### src/rtl/siso_shift_arbiter.sv
// Round-robin arbiter that loads one of two parallel words and shifts it LSB-first
// into an external SISO right-shift chain, then flags the aligned word for one cycle.
module siso_shift_arbiter #(
  parameter int WIDTH = 4
) (
  input  logic             i_clk,
  input  logic             i_rst_n,
  input  logic             i_req0_valid,
  input  logic [WIDTH-1:0] i_req0_data,
  output logic             o_req0_ready,
  input  logic             i_req1_valid,
  input  logic [WIDTH-1:0] i_req1_data,
  output logic             o_req1_ready,
  input  logic             i_abort,
  output logic             o_sd,
  output logic             o_shift_en,
  output logic             o_busy,
  output logic             o_owner,
  output logic             o_word_valid
);

  localparam int CNT_W = (WIDTH > 2) ? $clog2(WIDTH) : 1;
  localparam logic [CNT_W-1:0] CNT_LAST = CNT_W'(WIDTH - 1);

  typedef enum logic [1:0] {
    ST_IDLE  = 2'd0,
    ST_SHIFT = 2'd1,
    ST_HOLD  = 2'd2
  } state_t;

  state_t           r_state;
  state_t           w_next;
  logic [WIDTH-1:0] r_sreg;
  logic [CNT_W-1:0] r_cnt;
  logic             r_owner;
  logic             r_last;
  logic             w_idle;
  logic             w_grant0;
  logic             w_grant1;

  // On a tie the requester that did not win last time is served; grants are
  // masked during reset so every output reads zero while reset is held.
  always_comb begin
    w_idle   = (r_state == ST_IDLE);
    w_grant0 = i_rst_n && w_idle && i_req0_valid && (!i_req1_valid || r_last);
    w_grant1 = i_rst_n && w_idle && i_req1_valid && (!i_req0_valid || !r_last);
  end

  always_comb begin
    w_next = r_state;
    case (r_state)
      ST_IDLE: begin
        if (w_grant0 || w_grant1) begin
          w_next = ST_SHIFT;
        end
      end
      ST_SHIFT: begin
        if (i_abort) begin
          w_next = ST_IDLE;
        end else if (r_cnt == CNT_LAST) begin
          w_next = ST_HOLD;
        end
      end
      ST_HOLD: begin
        w_next = ST_IDLE;
      end
      default: begin
        w_next = ST_IDLE;
      end
    endcase
  end

  always_ff @(posedge i_clk or negedge i_rst_n) begin
    if (!i_rst_n) begin
      r_state <= ST_IDLE;
    end else begin
      r_state <= w_next;
    end
  end

  // An abort leaves owner/last at the cancelled grant so the other side wins the next tie.
  always_ff @(posedge i_clk or negedge i_rst_n) begin
    if (!i_rst_n) begin
      r_sreg  <= '0;
      r_cnt   <= '0;
      r_owner <= 1'b0;
      r_last  <= 1'b1;
    end else begin
      case (r_state)
        ST_IDLE: begin
          if (w_grant0 || w_grant1) begin
            r_sreg  <= w_grant1 ? i_req1_data : i_req0_data;
            r_owner <= w_grant1;
            r_last  <= w_grant1;
            r_cnt   <= '0;
          end
        end
        ST_SHIFT: begin
          r_sreg <= {1'b0, r_sreg[WIDTH-1:1]};
          r_cnt  <= r_cnt + 1'b1;
        end
        default: begin
        end
      endcase
    end
  end

  assign o_req0_ready = w_grant0;
  assign o_req1_ready = w_grant1;
  assign o_shift_en   = (r_state == ST_SHIFT);
  assign o_sd         = (r_state == ST_SHIFT) && r_sreg[0];
  assign o_word_valid = (r_state == ST_HOLD);
  assign o_busy       = (r_state != ST_IDLE);
  assign o_owner      = r_owner;

endmodule

### config.mk
export PLATFORM = sky130hd
export DESIGN_NAME = siso_shift_arbiter
export DESIGN_NICKNAME = d
export VERILOG_FILES = /design/src/rtl/siso_shift_arbiter.sv
export SDC_FILE = /design/constraint.sdc
export NUM_CORES = 1
export LEC_CHECK = 0
export ABC_CLOCK_PERIOD_IN_PS = 1700
export BUFFER_PORTS_ARGS = -buffer_cell sky130_fd_sc_hd__buf_2
export CORE_MARGIN = 2
export CORE_UTILIZATION = 40
export CTS_CLUSTER_SIZE = 24
export DETAILED_ROUTE_END_ITERATION = 10
export PLACE_DENSITY = 0.67
export SYNTH_ARGS = -nofsm -noshare
export SYNTH_HDL_FRONTEND = slang
export SYNTH_SLANG_ARGS = --single-unit
### constraint.sdc
create_clock -name i_clk -period 1.7 [get_ports i_clk]
set_input_delay 0.425 -clock i_clk [delete_from_list [all_inputs] [get_ports i_clk]]
set_output_delay 0.425 -clock i_clk [all_outputs]
set_load 0.01 [all_outputs]
# After elaboration in Yosys (flattened, before gate mapping)

Index checks and enable logic that the tools add are counted.
Widths: inputs -> output; s select.

Bits of input ports: 13
Output and inout bits: 7
Register bits after elaboration: 10

Equal/unequal tests: 5
Add/subtract/negate cells: 1
Muxes and demuxes: 9
Reductions and logical operators: 18

Operators by type and width:

| operator            | count |
|---|---|
| $mux 2              | 4 |
| $mux 4              | 2 |
| $pmux 2 s2          | 2 |
| $pmux 4 s2          | 1 |
| $logic_and 1x1->1   | 6 |
| $reduce_and 2->1    | 3 |
| $eq 2x2->1 const B  | 2 |
| $reduce_bool 2->1   | 2 |
| $logic_not 1->1     | 3 |
| $logic_or 1x1->1    | 3 |
| $ne 3x2->1 const B  | 1 |
| $add 2x1->2 const B | 1 |
| $eq 2x1->1 const B  | 1 |
| $logic_not 2->1     | 1 |
| $ne 2x1->1 const B  | 1 |

# Longest topological paths before layout

Depth after elaboration: 7
Depth in mapped cells: 5
Gate-level depth less buffers: 4

# Worst setup path after synthesis

OpenSTA, ideal clock, no wires.

Kind: register -> output
Start point: reg r_state[1]
End point: out o_sd
Data required time: 1.275 ns
Arrival: 0.991 ns
Stages on the path, launching flop included: 5
Buffers on the path: 1
Path slack: 0.284 ns
Cells stage by stage: dfrtp_1 > nand2b_1 > buf_2 > inv_1 > and2_1

Longest elaborated chain between the ends: 2

Ends and longest elaborated chain:

| item                   | line | RTL |
|---|---|---|
| from (decl)            | 31   | `state_t r_state;` |
| from (signal assigned) | 77   | `r_state <= w_next;` |
| $eq 2x1->1             | -    |  |
| net o_shift_en         | 16   | `output logic o_shift_en,` |
| $logic_and 1x1->1      | 111  | `assign o_sd = (r_state == ST_SHIFT) && r_sreg[0];` |
| to (decl)              | 15   | `output logic o_sd,` |

The timed path passes the listed nets, and every way through them passes these cells.

# Worst setup path in the final report

Start point: reg r_last
End point: out o_req0_ready

Longest elaborated chain between the ends: 2

Ends and longest elaborated chain:

| item                   | line | RTL |
|---|---|---|
| from (decl)            | 36   | `logic r_last;` |
| from (signal assigned) | 94   | `r_last <= w_grant1;` |
| $logic_or 1x1->1       | 45   | `w_grant0 = i_rst_n && w_idle && i_req0_valid && (!i_req1_valid \|\| r_last);` |
| $logic_and 1x1->1      | 45   |  |
| to (decl)              | 10   | `output logic o_req0_ready,` |

Every way passes these cells.

==> key figures <==
Yosys
  – Mapped Cells: 51
  – Avg Inst Size Synth: 10.77 sq um
  – Yosys reg bits: 10
  – Post-synthesis sequential area ratio: 0.4579
  – Post-synth cell types: 23
  – Post-Synthesis Cell Area: 549.3 sq um
  – Synthesized Nets: 65
  – Yosys warning count: 0

Finish
  – # diodes: 0
  – Fraction of layout cells with a size suffix above 1: 0.5062
  – Layout area overhead: 39.86%
  – Final #Nets: 96
  – Filler Cell Count: 125
  – Final core occ: 0.5979
  – Final instance area: 768.2 sq um
  – Post-route insts no fill: 96

CTS
  – H-tree Lvls: 1
  – Clk root buf: clkbuf_4
  – CTS Sinks: 10
  – Worst skew pair latency: 0.26 ns
  – Clock-pin transition on the worst setup and hold timing paths: 0.07 ns
  – Number of buffers created by CTS: 3
  – TritonCTS clock tree: yes
  – CTS Buffer Depth: 2

Routing
  – Drt first pass iters: 3
  – Detailed Route WL: 1.223 mm
  – Routed len/inst: 12.74 microns
  – Starting DRT DRC Count: 6
  – DRC Markers: 0
  – Vias: 484
  – Vias per inst: 5.042
  – Final ANT Viol Nets: 0

STA
  – Setup Skew: 0.0006924 ns
  – # setup viols final: 0
  – Min Hold Slack: 0.1135 ns
  – Worst slew margin: 0.8334
  – Final Hold Violating Endpoints: 0
  – Fin worst setup slack: 0.05749 ns
  – Max Slew Vio Count: 0
  – Tightest Pin Transition: 0.2499 ns
  – RSZ-0062 raised after global routing: yes
  – Final min period: 1.643 ns
  – Max frequency: 0.6088 GHz
  – Tcrit/Tclk final: 0.9662
  – Setup Total Neg Slack: 0 ns

Floorplan
  – Site Rows: 13
  – Initial Util: 0.4275
  – I/O pin total: 20
  – Placeable Area: 0.001285 sq mm
  – Die H: 41.06 microns
  – Die area: 0.001686 sq mm
  – Die width: 41.06 microns

Place
  – DP HPWL: 970 microns
  – DP Worst Slack: 0.2216 ns
  – Final Wtd Congestion: 0.7009
  – IO buf count: 19
  – Placed Instances: 88
  – Area after DPL: 688.2 sq um

Critical path
  – Crit path largest cell delay: 0.56 ns
  – Critical Path RT: 1.27 ns
  – Setup crit end kind: output port
  – WP data arrival: 1.22 ns
  – Crit-path cells: buf_4 -> o2111a_1 -> buf_2
  – Critical path class: flop to output port
  – Worst-path maximum fanout: 2
  – Crit-path slowest cell: dfstp_2
  – Startpoint Class: flop

Global route
  – First-pass GRT wire length: 1.973 mm
  – GR Overflow Total: 0
  – Vias in the first global route: 465
  – Initial antenna violation count: 0
  – Largest net degree at the start of global routing: 8
  – Total track usage: 0.1882

Job
  – Max_cap viols: 0

Pwr
  – PwrDens: 1379 mW/mm^2
  – Power Total: 1.060 mW
  – Max VDD drop: 0.7321 mV
  – Static Leak: 0.3921 nW

Outcome
  – Status: finished, final reports clean

Worst hold path
  – HP Class: primary input to asynchronous set/reset pin
[kinds of logic after synthesis]
logic type | after synthesis | synth area share
and+or+nand+nor | 15 | 0.1458
adders and majority gates | 1 | 0.02278
buffers and inverters | 5 | 0.03643
muxes | 4 | 0.07290
AOI/OAI and AO/OA | 16 | 0.2642
DFF | 10 | 0.4579
[report_power, final]
group	total [mW]	internal, mW	switching [mW]
Sequential	0.419	0.339	0.0800
Clock	0.215	0.130	0.0851
Combinational	0.426	0.225	0.201
Total	1.06	0.694	0.366
[area by class of cell]
| type | count | area, sq um | area share |
|---|---|---|---|
| multi-input combinational | 36 | 289.0 | 0.3762 |
| sequential | 10 | 251.5 | 0.3274 |
| timing repair buffer | 27 | 157.7 | 0.2052 |
| clock buffer | 4 | 36.28 | 0.04723 |
| tap | 15 | 18.77 | 0.02443 |
| inverter | 4 | 15.01 | 0.01954 |
[cells in the final DEF (no fill, tap or decap), types with 3 or more instances in the layout]
master and instances:
buf_2 19, a211oi_2 4, buf_4 7, o22ai_1 3, nand2_1 4, inv_1 3
dfrtp_1 9, nor3_1 3, clkbuf_4 3, mux2i_1 4
[sequential cells by signal, indices dropped and copies added (netlist names)]
| name | cells |
|---|---|
| r_sreg | 4 |
| r_cnt | 2 |
| r_state | 2 |
| o_owner | 1 |
| r_last | 1 |
[cell usage after synthesis]
cell type | count | area share
mux2i_1 | 4 | 0.073
a21boi_4 | 1 | 0.034
nor3_1 | 3 | 0.027
buf_2 | 1 | 0.0091
o2111a_1 | 1 | 0.020
a21o_1 | 2 | 0.027
a21oi_1 | 1 | 0.0091
o21a_2 | 1 | 0.016
ha_1 | 1 | 0.023
nand2_1 | 4 | 0.027
and2_4 | 1 | 0.016
a211oi_2 | 4 | 0.091
nor3b_1 | 1 | 0.014
o22ai_1 | 3 | 0.034
inv_1 | 4 | 0.027
and2_1 | 1 | 0.011
dfrtp_1 | 9 | 0.41
nor2_1 | 2 | 0.014
o31ai_1 | 1 | 0.014
and3_2 | 1 | 0.014
dfstp_2 | 1 | 0.048
nand2b_1 | 2 | 0.023
o21ai_1 | 2 | 0.018
[final timing paths]
path | slack [ns] | start | cells past startpoint | end
hold reg to reg | 0.47 | o_owner | 1 | o_owner
hold / removal | 0.11 | i_rst_n | 2 | r_cnt[0]
setup reg to reg | 0.49 | r_last | 4 | r_sreg[0]
max in group asynchronous | 0.93 | i_rst_n | 2 | r_sreg[0]
min in group i_clk | 0.33 | i_abort | 2 | r_state[1]
setup / recovery | 0.06 | r_last | 3 | o_req0_ready
[metal layers]
metal,vias to the layer above,global-route usage,part of all wire
met3,0,0.04891,0.064
met4,0,0.07500,0
met1,227,0.2148,0.48
met2,13,0.3281,0.46
li1,244,-,-
met5,-,0,0
[repair_timing]
item / 4_1_cts / 5_1_grt
endpoints found under the setup margin: 2 / 3
hold buffers: 1 / 0
pin swaps: 0 / 0
setup buffers: 0 / 3
gates resized for setup: 1 / 3
hold endpoints to repair: 4 / 0
[critical path: cells and delay by family (launching register included)]
kind	cells	cell delay [ns]
AO/OA/AOI/OAI	1	0.15
buffers and inverters	2	0.24
flip-flops	1	0.56
(Power assumes the default switching activity.)
